===== src/rtl/alu_arbiter.sv =====
// Two-requester arbiter in front of a shared combinational ALU, with one registered response slot per requester.
// Build option: define ALU_ARB_FAIR_EN for a round-robin tie-break; otherwise requester 0 wins every tie.
module alu_arbiter #(
  parameter int WIDTH = 32
) (
  input  logic             clk,
  input  logic             reset,

  input  logic             req0_valid,
  output logic             req0_ready,
  input  logic [WIDTH-1:0] req0_a,
  input  logic [WIDTH-1:0] req0_b,
  input  logic [3:0]       req0_op,
  output logic             rsp0_valid,
  input  logic             rsp0_ready,
  output logic [WIDTH-1:0] rsp0_result,
  output logic             rsp0_zero,

  input  logic             req1_valid,
  output logic             req1_ready,
  input  logic [WIDTH-1:0] req1_a,
  input  logic [WIDTH-1:0] req1_b,
  input  logic [3:0]       req1_op,
  output logic             rsp1_valid,
  input  logic             rsp1_ready,
  output logic [WIDTH-1:0] rsp1_result,
  output logic             rsp1_zero,

  output logic [WIDTH-1:0] alu_in_a,
  output logic [WIDTH-1:0] alu_in_b,
  output logic [3:0]       alu_control,
  input  logic [WIDTH-1:0] alu_result,
  input  logic             alu_zero
);

  logic [1:0]       req_valid;
  logic [1:0]       rsp_ready;
  logic [1:0]       slot_free;
  logic [1:0]       eligible;
  logic [1:0]       grant;
  logic             pick1;

  logic [1:0]       rsp_valid_reg;
  logic [1:0]       rsp_zero_reg;
  logic [WIDTH-1:0] rsp_result_reg [2];

  assign req_valid = {req1_valid, req0_valid};
  assign rsp_ready = {rsp1_ready, rsp0_ready};

  // A slot is free when empty or being drained this cycle, so a drain and a new accept can share a cycle.
  genvar gi;
  generate
    for (gi = 0; gi < 2; gi++) begin : g_slot
      assign slot_free[gi] = ~rsp_valid_reg[gi] | rsp_ready[gi];
      assign eligible[gi]  = req_valid[gi] & slot_free[gi];
    end
  endgenerate

`ifdef ALU_ARB_FAIR_EN
  logic prio_reg;

  assign pick1 = eligible[1] & (~eligible[0] | prio_reg);

  // Only a contended grant moves the pointer, and it moves to the loser.
  always_ff @(posedge clk) begin
    if (reset) begin
      prio_reg <= 1'b0;
    end else if (&eligible) begin
      prio_reg <= ~pick1;
    end
  end
`else
  assign pick1 = eligible[1] & ~eligible[0];
`endif

  assign grant[0] = ~reset & eligible[0] & ~pick1;
  assign grant[1] = ~reset & pick1;

  assign req0_ready = grant[0];
  assign req1_ready = grant[1];

  always_comb begin
    alu_in_a    = '0;
    alu_in_b    = '0;
    alu_control = 4'b0000;
    if (grant[0]) begin
      alu_in_a    = req0_a;
      alu_in_b    = req0_b;
      alu_control = req0_op;
    end else if (grant[1]) begin
      alu_in_a    = req1_a;
      alu_in_b    = req1_b;
      alu_control = req1_op;
    end
  end

  always_ff @(posedge clk) begin
    for (int i = 0; i < 2; i++) begin
      if (reset) begin
        rsp_valid_reg[i]  <= 1'b0;
        rsp_result_reg[i] <= '0;
        rsp_zero_reg[i]   <= 1'b0;
      end else if (grant[i]) begin
        rsp_valid_reg[i]  <= 1'b1;
        rsp_result_reg[i] <= alu_result;
        rsp_zero_reg[i]   <= alu_zero;
      end else if (rsp_ready[i]) begin
        rsp_valid_reg[i]  <= 1'b0;
      end
    end
  end

  assign rsp0_valid  = rsp_valid_reg[0];
  assign rsp0_result = rsp_result_reg[0];
  assign rsp0_zero   = rsp_zero_reg[0];
  assign rsp1_valid  = rsp_valid_reg[1];
  assign rsp1_result = rsp_result_reg[1];
  assign rsp1_zero   = rsp_zero_reg[1];

endmodule


===== config.mk =====
export PLATFORM = sky130hd
export DESIGN_NAME = alu_arbiter
export DESIGN_NICKNAME = d
export VERILOG_FILES = /design/src/rtl/alu_arbiter.sv
export SDC_FILE = /design/constraint.sdc
export NUM_CORES = 1
export LEC_CHECK = 0
export BUFFER_PORTS_ARGS = -buffer_cell sky130_fd_sc_hd__buf_2
export CAP_MARGIN = 30
export CORE_AREA = 2 2 122 124
export DETAILED_ROUTE_END_ITERATION = 6
export DIE_AREA = 0 0 124 126
export PLACE_DENSITY = 0.62
export SKIP_LAST_GASP = 1
export SYNTH_ARGS = -nofsm -noshare
export SYNTH_HDL_FRONTEND = slang
export SYNTH_SLANG_ARGS = --single-unit

===== constraint.sdc =====
create_clock -name clk -period 2.4 [get_ports clk]
set_clock_uncertainty 0.15 [all_clocks]
set_input_delay 0.48 -clock clk [delete_from_list [all_inputs] [get_ports clk]]
set_output_delay 0.48 -clock clk [all_outputs]
set_load 0.05 [all_outputs]

==> results of run 1 <==
cells by family after synthesis:
group | Yosys count | synth area share
AND/OR/NAND/NOR | 73 | 0.140
buffers and inverters | 25 | 0.0511
multiplexers | 1 | 0.00303
AO/OA/AOI/OAI | 76 | 0.201
flip-flops | 68 | 0.606
worst max-delay path by stage:
| stage | from | to | slack, ns | depth (start not counted) |
|---|---|---|---|---|
| 2_1_floorplan | rsp_valid_reg[1]$_SDFFE_PP0P_ | alu_in_a[24] | 0.08 | 5 |
| 3_3_place_gp | rsp0_ready | alu_control[0] | -0.19 | 6 |
| 3_5_place_dp | rsp0_ready | alu_in_b[1] | -0.23 | 6 |
| 4_1_cts | rsp_valid_reg[0]$_SDFFE_PP0P_ | alu_in_a[11] | -0.12 | 6 |
| 5_1_grt | rsp_valid_reg[0]$_SDFFE_PP0P_ | alu_in_b[23] | -0.14 | 6 |
| 6_report | rsp_valid_reg[0]$_SDFFE_PP0P_ | alu_in_a[16] | -0.08 | 6 |
area by class of cell:
| type | instances | area [um2] |
|---|---|---|
| Timing Repair Buffer | 339 | 2630 |
| Sequential cell | 68 | 2010 |
| Clock inverter | 6 | 31.3 |
| Antenna cell | 2 | 5.00 |
| Clock buffer | 10 | 229 |
| Multi-Input combinational cell | 150 | 1390 |
| Inverter | 2 | 7.51 |
| Tap cell | 184 | 230 |
| Fill cell | 1354 | 7790 |
through the flow:
step	utilization	TNS, ns	setup WS, ns
2_1_floorplan	-	0	0.0820
3_3_place_gp	0.375	-9.85	-0.185
3_5_place_dp	0.375	-13.26	-0.233
4_1_cts	0.435	-6.57	-0.118
5_1_grt	0.456	-8.27	-0.142
6_report	0.456	-3.54	-0.0802
placed cells by master (no fill, tap or decap), types with 11 or more instances in the layout:
master and count:
a22o_2 45, a22o_4 22, and2_1 64, buf_12 17, buf_2 242, buf_4 11
buf_6 25, buf_8 38, clkbuf_16 11, edfxtp_1 64
power groups by stage:
| stage | logic [mW] | clock network [mW] | registers [mW] |
|---|---|---|---|
| 5_1_grt | 1.48 | 1.23 | 1.43 |
| 4_1_cts | 1.36 | 1.18 | 1.42 |
| 3_5_place_dp | 1.21 | 0 | 1.44 |
| 2_1_floorplan | 0.480 | 0 | 1.75 |
| 3_3_place_gp | 1.20 | 0 | 1.44 |
| 6_report | 1.42 | 1.15 | 1.42 |
worst reg2reg max path, delay by kind of cell, from the launching register on:
family | cells | cell delay (ns)
simple gates | 2 | 0.28
flops | 1 | 0.36
compound gates | 1 | 0.37
buf+inv | 4 | 0.58
per-layer routing:
layer	up-vias	global-route usage	wire length (um)
met1	1683	0.213	5660
met2	198	0.339	8180
met5	-	0	7
li1	1585	-	-
met3	27	0.0738	1430
met4	2	0.0601	322
repair_timing:
action / in CTS / in global routing
buffers inserted: 3 / 2
pin swaps: 6 / 13
endpoints found under the setup margin: 69 / 70
gates cloned: 4 / 2
gates resized for setup: 142 / 50
==> impl_results.md, run 1 <==
- Reg2reg setup slack: 0.32 ns
- Wire per inst: 20.5 um
- Initial Util: 0.231
- Mapped Area: 3310 um2
- Worst slew pin tran: 0.421 ns
- CTS tree: built
- Syn nets: 418
- Fin crit period: 2.48 ns
- Maximum root-to-sink buffer count: 2
- Avg Inst Size Synth: 13.6 um2
- Syn. warnings: 0
- Max Fclk: 403 MHz
- Antenna violations before repair: 3
- Routability congestion estimate: 0.889
- CP Data Arrival Time: 1.85 ns
- Mapped Cells: 243
- Worst hold start: alu_zero
- Pleak: 3.17 nW
- Hold crit path type: in2reg
- Largest net degree at the start of global routing: 40
- Num CTS Buffers: 9
- Area contributors post-synth: edfxtp_1 58%, a22o_1 18%, and2_1 12%, dfxtp_1 2.4%, buf_6 2.4%
- Gr ovfl total: 0
- Post-synth EDFFs: 64
- R2r startpoint: rsp_valid_reg[0]$_SDFFE_PP0P_
- Hold Path Depth: 3
- Core Area: 14300 um2
- Synth Flop Type: edfxtp_1
- Vias in the first global route: 3769
- Total Power: 3.98 mW
- Nets: 745
- Sw Pwr: 1.38 mW
- Post-route cell area: 6530 um2
- Top-area cell type share of the netlist area: 0.581
- Relative max-transition margin: 0.720
- First-pass GRT wire length: 22000 um
- Nature of the critical path startpoint: flop
- Sequential-to-total area share from yosys stat: 0.606
- Worst flop-to-flop path endpoint: rsp_result_reg[1][4]$_SDFFCE_PN0P_
- Cells after DPL: 732
- Finish-stage setup viols: 66
- Max-slew violation count: 0
- Fin Hold WS: 0.276 ns
- RSZ-0062 raised after global routing: true
- Violated checks: negative setup slack
- # DRC: 0
- Ys async rst share: 0
- Crit path cell chain: nand2b_4, a2111oi_4, buf_6, buf_12, a22o_2, buf_6
- P_int: 2.61 mW
- Yosys reg bits: 68
- Initial DRC Count: 190
- Worst Hold End: rsp_zero_reg[0]$_SDFFE_PP0P_
- Sum of buffers and inverters on the critical path: 3
- Count of unique library cells instantiated by Yosys: 22
- FP Rows: 44
- Worst path max stage delay: 0.38 ns
- Total wire length: 15600 um
- Worst-Skew Late Latency: 0.33 ns
- Port buffer count: 312
- Cell accounting for the most synthesized area: edfxtp_1
- Comb power frac: 0.356
- Layout cells sized above 1: 0.737
- Placed inst area: 5360 um2
- Die Ht: 126 um
- Crit-path max FO: 9
- Post-route ant nets: 0
- Clk root buf: clkbuf_16
- Synth cell count leaders: 68 x a22o_1, 64 x and2_1, 64 x edfxtp_1, 8 x buf_2, 7 x buf_6
- Number of flip-flops in the largest register: 64
- Flop pwr share: 0.356
- Clock transition at path regs: 0.06 ns
- IO Pins: 313
- Drt pass-1 iters: 4
- Status: complete, but fails checks
- Clock net sink count: 68
- Crit path required time: 1.77 ns
- Top delay family on crit path: compound AO/OA/AOI/OAI gates
- Via count: 3495
- Crit path top cell by count: buf_6
- Die width: 124 um
- PD cells: 610 nW/um2
- VDD IR-drop max: 0.238 mV
- CP max stage cell: a2111oi_4
- Final hold viol count: 0
- Most numerous cell in the Yosys netlist: a22o_1
- Clk pwr share: 0.288
- Setup WS post-layout: -0.0802 ns
- Final Cycle Share: 1.03
- Worst r2r path cells: 7
- Hold_buf cts: 0
- Max-cap check violation count: 0
- Switching part of the total: 0.346
- Worst setup EP type: primary output
- Fin cells: 761
- H-tree depth: 3
- Synth-to-layout area growth: 97.4%
- Die Area: 15600 um2
- Vias/cell: 4.59
- GRT Util Overall: 0.193
- DP Wirelength: 11400 um
- Setup Crit Path Kind: reg2out
Power figures use the tool's default switching activity.
==> inputs of run 2 (changes only) <==
Settings changed: REMOVE_ABC_BUFFERS set to 1, SKIP_CTS_REPAIR_TIMING set to 1.
==> impl_results.md, run 2 (synthesized netlist as in run 1, its figures left out) <==
- Fin crit period: 2.53 ns (was 2.48 ns)
- Fin util: 0.449 (was 0.456)
- Most frequent cells in the layout: 243 x buf_2, 64 x and2_1, 64 x edfxtp_1 (was 242 x buf_2, 64 x and2_1, 64 x edfxtp_1)
- Cells after DPL: 735 (was 732)
- Finish-stage setup viols: 69 (was 66)
- Initial Util: 0.231 (unchanged)
- Worst-Skew Late Latency: 0.32 ns (was 0.33 ns)
- Clock transition at path regs: 0.05 ns (was 0.06 ns)
- Violated checks: negative setup slack (unchanged)
- Multi-input logic area: 1280 um2 (was 1390 um2)
- Vias in the first global route: 3425 (was 3769)
- Port buffer count: 312 (unchanged)
- Total wire length: 15800 um (was 15600 um)
- GRT Util Overall: 0.176 (was 0.193)
- DP Wirelength: 11800 um (was 11400 um)
- Number of flip-flops in the largest register: 64 (unchanged)
- Fin cells: 765 (was 761)
- Fillers: 1395 (was 1354)
- Nets: 750 (was 745)
- Wire per inst: 20.7 um (was 20.5 um)
- Routability congestion estimate: 0.918 (was 0.889)
- Worst r2r path cells: 6 (was 7)
- Relative max-transition margin: 0.620 (was 0.720)
- Final Cycle Share: 1.06 (was 1.03)
- Storage cell area: 2000 um2 (was 2010 um2)
- Final hold viol count: 0 (unchanged)
- RSZ-0062 raised after global routing: true (unchanged)
- Commonest non-fill, non-tap cell in the layout: buf_2 (unchanged)
- Setup WS post-layout: -0.133 ns (was -0.0802 ns)
- Status: complete, but fails checks (unchanged)
- Drt pass-1 iters: 4 (unchanged)
- FP Rows: 44 (unchanged)
- Hold crit path type: in2reg (unchanged)
- Crit path required time: 1.77 ns (about the same)
- CTS tree: built (unchanged)
- Synth-to-layout area growth: 94.3% (was 97.4%)
- Num CTS Buffers: 9 (unchanged)
- Worst slew pin tran: 0.571 ns (was 0.421 ns)
- Clock net sink count: 68 (unchanged)
- Layout cells sized above 1: 0.653 (was 0.737)
- Largest net degree at the start of global routing: 75 (was 40)
- Vias/cell: 4.52 (was 4.59)
- Worst setup path startpoint: rsp_valid_reg[0]$_SDFFE_PP0P_ (unchanged)
- Setup Crit Path Kind: reg2out (unchanged)
- Die Area: 15600 um2 (unchanged)
- VDD IR-drop max: 0.243 mV (was 0.238 mV)
- Gr ovfl total: 0 (unchanged)
- Max Fclk: 395 MHz (was 403 MHz)
- Worst flop-to-flop path endpoint: rsp_result_reg[1][22]$_SDFFCE_PN0P_ (was rsp_result_reg[1][4]$_SDFFCE_PN0P_)
- Core Area: 14300 um2 (unchanged)
- Initial DRC Count: 142 (was 190)
- Maximum root-to-sink buffer count: 2 (unchanged)
- PD cells: 648 nW/um2 (was 610 nW/um2)
- Post-route ant nets: 0 (unchanged)
- Pleak: 3.14 nW (was 3.17 nW)
- # DRC: 0 (unchanged)
- Via count: 3454 (was 3495)
- Die width: 124 um (unchanged)
- Reg2reg setup slack: 0.48 ns (was 0.32 ns)
- R2r startpoint: rsp_valid_reg[0]$_SDFFE_PP0P_ (unchanged)
- CP endpoint: alu_in_a[3] (was alu_in_a[16])
- Max-slew violation count: 0 (unchanged)
- Worst hold start: alu_zero (unchanged)
- IO Pins: 313 (unchanged)
- Die Ht: 126 um (unchanged)
- Nature of the critical path startpoint: flop (unchanged)
- Clk root buf: clkbuf_16 (unchanged)
- Crit-path max FO: 18 (was 9)
- Antenna violations before repair: 3 (unchanged)
- H-tree depth: 3 (unchanged)
- CP Data Arrival Time: 1.90 ns (was 1.85 ns)
- Max-cap check violation count: 0 (unchanged)
- First-pass GRT wire length: 20200 um (was 22000 um)
- Worst setup EP type: primary output (unchanged)
[run 2: report_power, final]
part | internal, mW | leakage (nW) | switching (mW)
logic | 0.498 | 2.27 | 0.882
clock network | 0.904 | 0.147 | 0.459
registers | 1.39 | 0.723 | 0.0254
total | 2.80 | 3.14 | 1.37
[run 2: cell type report]
cell class / count / area share
clock inverters: 5 / 0.0119
well taps: 184 / 0.0358
flip-flops and latches: 68 / 0.312
diodes: 1 / 0.000390
clock buffers: 11 / 0.0362
multi-input cells: 150 / 0.199
inverters: 2 / 0.00117
repair buffers: 344 / 0.403
[run 2: metrics by stage]
stage	power (mW)	TNS [ns]	instance area, um2	setup WS [ns]	hold slack, ns
after floorplan	2.20	-565.65	3140	-5.26	0.399
after global placement	2.67	-11.90	5420	-0.221	0.313
after detailed placement	2.67	-15.51	5420	-0.261	0.324
after CTS	4.04	-21.20	5730	-0.344	0.271
after global routing	4.32	-10.88	6420	-0.207	0.282
final	4.16	-5.63	6420	-0.133	0.284
[run 2: worst max-delay path, stage by stage (launching register included)]
cell	delay [ns]
dfxtp_2	0.35
nand2b_4	0.07
a2111oi_4	0.41
buf_6	0.21
buf_12	0.17
a22o_1	0.19
buf_6	0.17
[run 2: layer usage]
metal | GRT usage | vias up | part of all wire
met1 | 0.193 | 1674 | 0.36
met5 | 0 | - | 0.00082
met3 | 0.0761 | 19 | 0.099
met4 | 0.0463 | 2 | 0.016
met2 | 0.310 | 166 | 0.52
li1 | - | 1593 | -
[run 2: worst min-delay path by stage]
stage	endpoint	slack (ns)	cells past startpoint
detailed placement	rsp_zero_reg[1]$_SDFFE_PP0P_	0.32	2
floorplan	rsp_valid_reg[0]$_SDFFE_PP0P_	0.40	1
global placement	rsp_zero_reg[1]$_SDFFE_PP0P_	0.31	2
global route	rsp_zero_reg[0]$_SDFFE_PP0P_	0.28	3
CTS	rsp_zero_reg[0]$_SDFFE_PP0P_	0.27	3
finish	rsp_zero_reg[0]$_SDFFE_PP0P_	0.28	3
==> inputs of run 3 (changes only) <==
Settings changed: REMOVE_ABC_BUFFERS 1 to unset.
==> impl_results.md, run 3 (synthesized netlist as in run 1, its figures left out) <==
- Max-cap check violation count: 0 (unchanged)
- Finish-stage setup viols: 69 (unchanged)
- Routability congestion estimate: 0.889 (was 0.918)
- Fillers: 1414 (was 1395)
- IO Pins: 313 (unchanged)
- Commonest non-fill, non-tap cell in the layout: buf_2 (unchanged)
- Cells after DPL: 732 (was 735)
- Fin crit period: 2.55 ns (was 2.53 ns)
- RSZ-0062 raised after global routing: true (unchanged)
- Synth-to-layout area growth: 86.4% (was 94.3%)
- Die width: 124 um (unchanged)
- DP Wirelength: 11400 um (was 11800 um)
- CTS tree: built (unchanged)
- Worst setup EP type: primary output (unchanged)
- Largest net degree at the start of global routing: 69 (was 75)
- H-tree depth: 3 (unchanged)
- Die Ht: 126 um (unchanged)
- Clock transition at path regs: 0.06 ns (was 0.05 ns)
- Layout cells sized above 1: 0.737 (was 0.653)
- Via count: 3445 (was 3454)
- Worst hold start: alu_result[25] (was alu_zero)
- Pleak: 3.01 nW (was 3.14 nW)
- Setup WS post-layout: -0.147 ns (was -0.133 ns)
- Worst slew pin tran: 0.415 ns (was 0.571 ns)
- Core Area: 14300 um2 (unchanged)
- Max-slew violation count: 0 (unchanged)
- PD cells: 632 nW/um2 (was 648 nW/um2)
- Vias/cell: 4.56 (was 4.52)
- FP Rows: 44 (unchanged)
- Wire per inst: 20.1 um (was 20.7 um)
- Die Area: 15600 um2 (unchanged)
- Post-route ant nets: 0 (unchanged)
- Hold crit path type: in2reg (unchanged)
- Vias in the first global route: 3510 (was 3425)
- Setup Crit Path Kind: reg2out (unchanged)
- Worst-Skew Late Latency: 0.33 ns (was 0.32 ns)
- Clock net sink count: 68 (unchanged)
- Fin util: 0.431 (was 0.449)
- GRT Util Overall: 0.175 (was 0.176)
- Violated checks: negative setup slack (unchanged)
- VDD IR-drop max: 0.237 mV (was 0.243 mV)
- Final Cycle Share: 1.06 (about the same)
- Nature of the critical path startpoint: flop (unchanged)
- Total wire length: 15200 um (was 15800 um)
- First-pass GRT wire length: 20000 um (was 20200 um)
- Number of flip-flops in the largest register: 64 (unchanged)
- Final hold viol count: 0 (unchanged)
- Initial DRC Count: 203 (was 142)
- Num CTS Buffers: 9 (unchanged)
- Nets: 741 (was 750)
- # DRC: 0 (unchanged)
- Relative max-transition margin: 0.723 (was 0.620)
- Max Fclk: 393 MHz (was 395 MHz)
- R2r startpoint: rsp_valid_reg[0]$_SDFFE_PP0P_ (unchanged)
- Crit path required time: 1.77 ns (about the same)
- Initial Util: 0.231 (unchanged)
- Maximum root-to-sink buffer count: 2 (unchanged)
- Drt pass-1 iters: 4 (unchanged)
- Most frequent cells in the layout: 242 x buf_2, 64 x and2_1, 64 x edfxtp_1 (was 243 x buf_2, 64 x and2_1, 64 x edfxtp_1)
- Status: complete, but fails checks (unchanged)
- Port buffer count: 312 (unchanged)
- Fin cells: 756 (was 765)
- Gr ovfl total: 0 (unchanged)
- CP Data Arrival Time: 1.92 ns (was 1.90 ns)
- Crit-path max FO: 17 (was 18)
- Antenna violations before repair: 2 (was 3)
- Worst setup path startpoint: rsp_valid_reg[0]$_SDFFE_PP0P_ (unchanged)
- Clk root buf: clkbuf_16 (unchanged)
run 3: cell types whose count changed in the layout (fill, tap and decap cells not counted), moves of 9 or more:
cell,previous run,this run
buf_12,27,17
a22o_2,0,61
a22o_4,15,6
a22o_1,53,1
run 3: routing by layer:
metal,GRT usage,share of wire,vias up
li1,-,-,1578
met1,0.198,0.37,1652
met2,0.307,0.52,190
met3,0.0634,0.094,23
met4,0.0482,0.019,2
met5,0,0.00086,-
run 3: final timing paths:
path                            slack [ns]  cells after the start                                   to
worst max-delay path                 -0.15                      6                          alu_in_b[1]
worst min-delay path                  0.29                      2  rsp_result_reg[0][25]$_SDFFCE_PN0P_
worst max register to register        0.42                      7  rsp_result_reg[1][16]$_SDFFCE_PN0P_
worst min register to register        0.34                      2         rsp_zero_reg[1]$_SDFFE_PP0P_
run 3: area by class of cell:
type | instances | area [um2] | share of cell area
Timing Repair Buffer | 335 | 2380 | 0.387
Sequential cell | 68 | 2010 | 0.325
Multi-Input combinational cell | 150 | 1270 | 0.207
Tap cell | 184 | 230 | 0.0374
Clock buffer | 10 | 229 | 0.0372
Clock inverter | 6 | 31.3 | 0.00508
Inverter | 2 | 7.51 | 0.00122
Antenna cell | 1 | 2.50 | 0.000406
run 3: power by group:
part	switching, mW	total, mW	internal, mW
clock network	0.461	1.15	0.685
logic	0.867	1.33	0.466
registers	0.0232	1.42	1.39
total	1.35	3.90	2.55
run 3: worst max-delay path, cell delays in order (launching register included):
cell       delay, ns
dfxtp_4         0.36
nand2b_4        0.07
a2111oi_4       0.38
buf_6           0.23
clkbuf_16       0.20
a22o_2          0.18
buf_6           0.16
run 3: metrics by stage:
step / worst slack, ns / hold WS, ns / power, mW / instance area [um2] / TNS [ns]
floorplan: 0.0820 / 0.478 / 2.23 / 3390 / 0
global placement: -0.185 / 0.327 / 2.64 / 5360 / -9.85
detailed placement: -0.233 / 0.337 / 2.65 / 5360 / -13.26
CTS: -0.325 / 0.267 / 3.81 / 5620 / -19.54
global route: -0.192 / 0.283 / 4.05 / 6160 / -10.78
finish: -0.147 / 0.287 / 3.90 / 6160 / -6.90
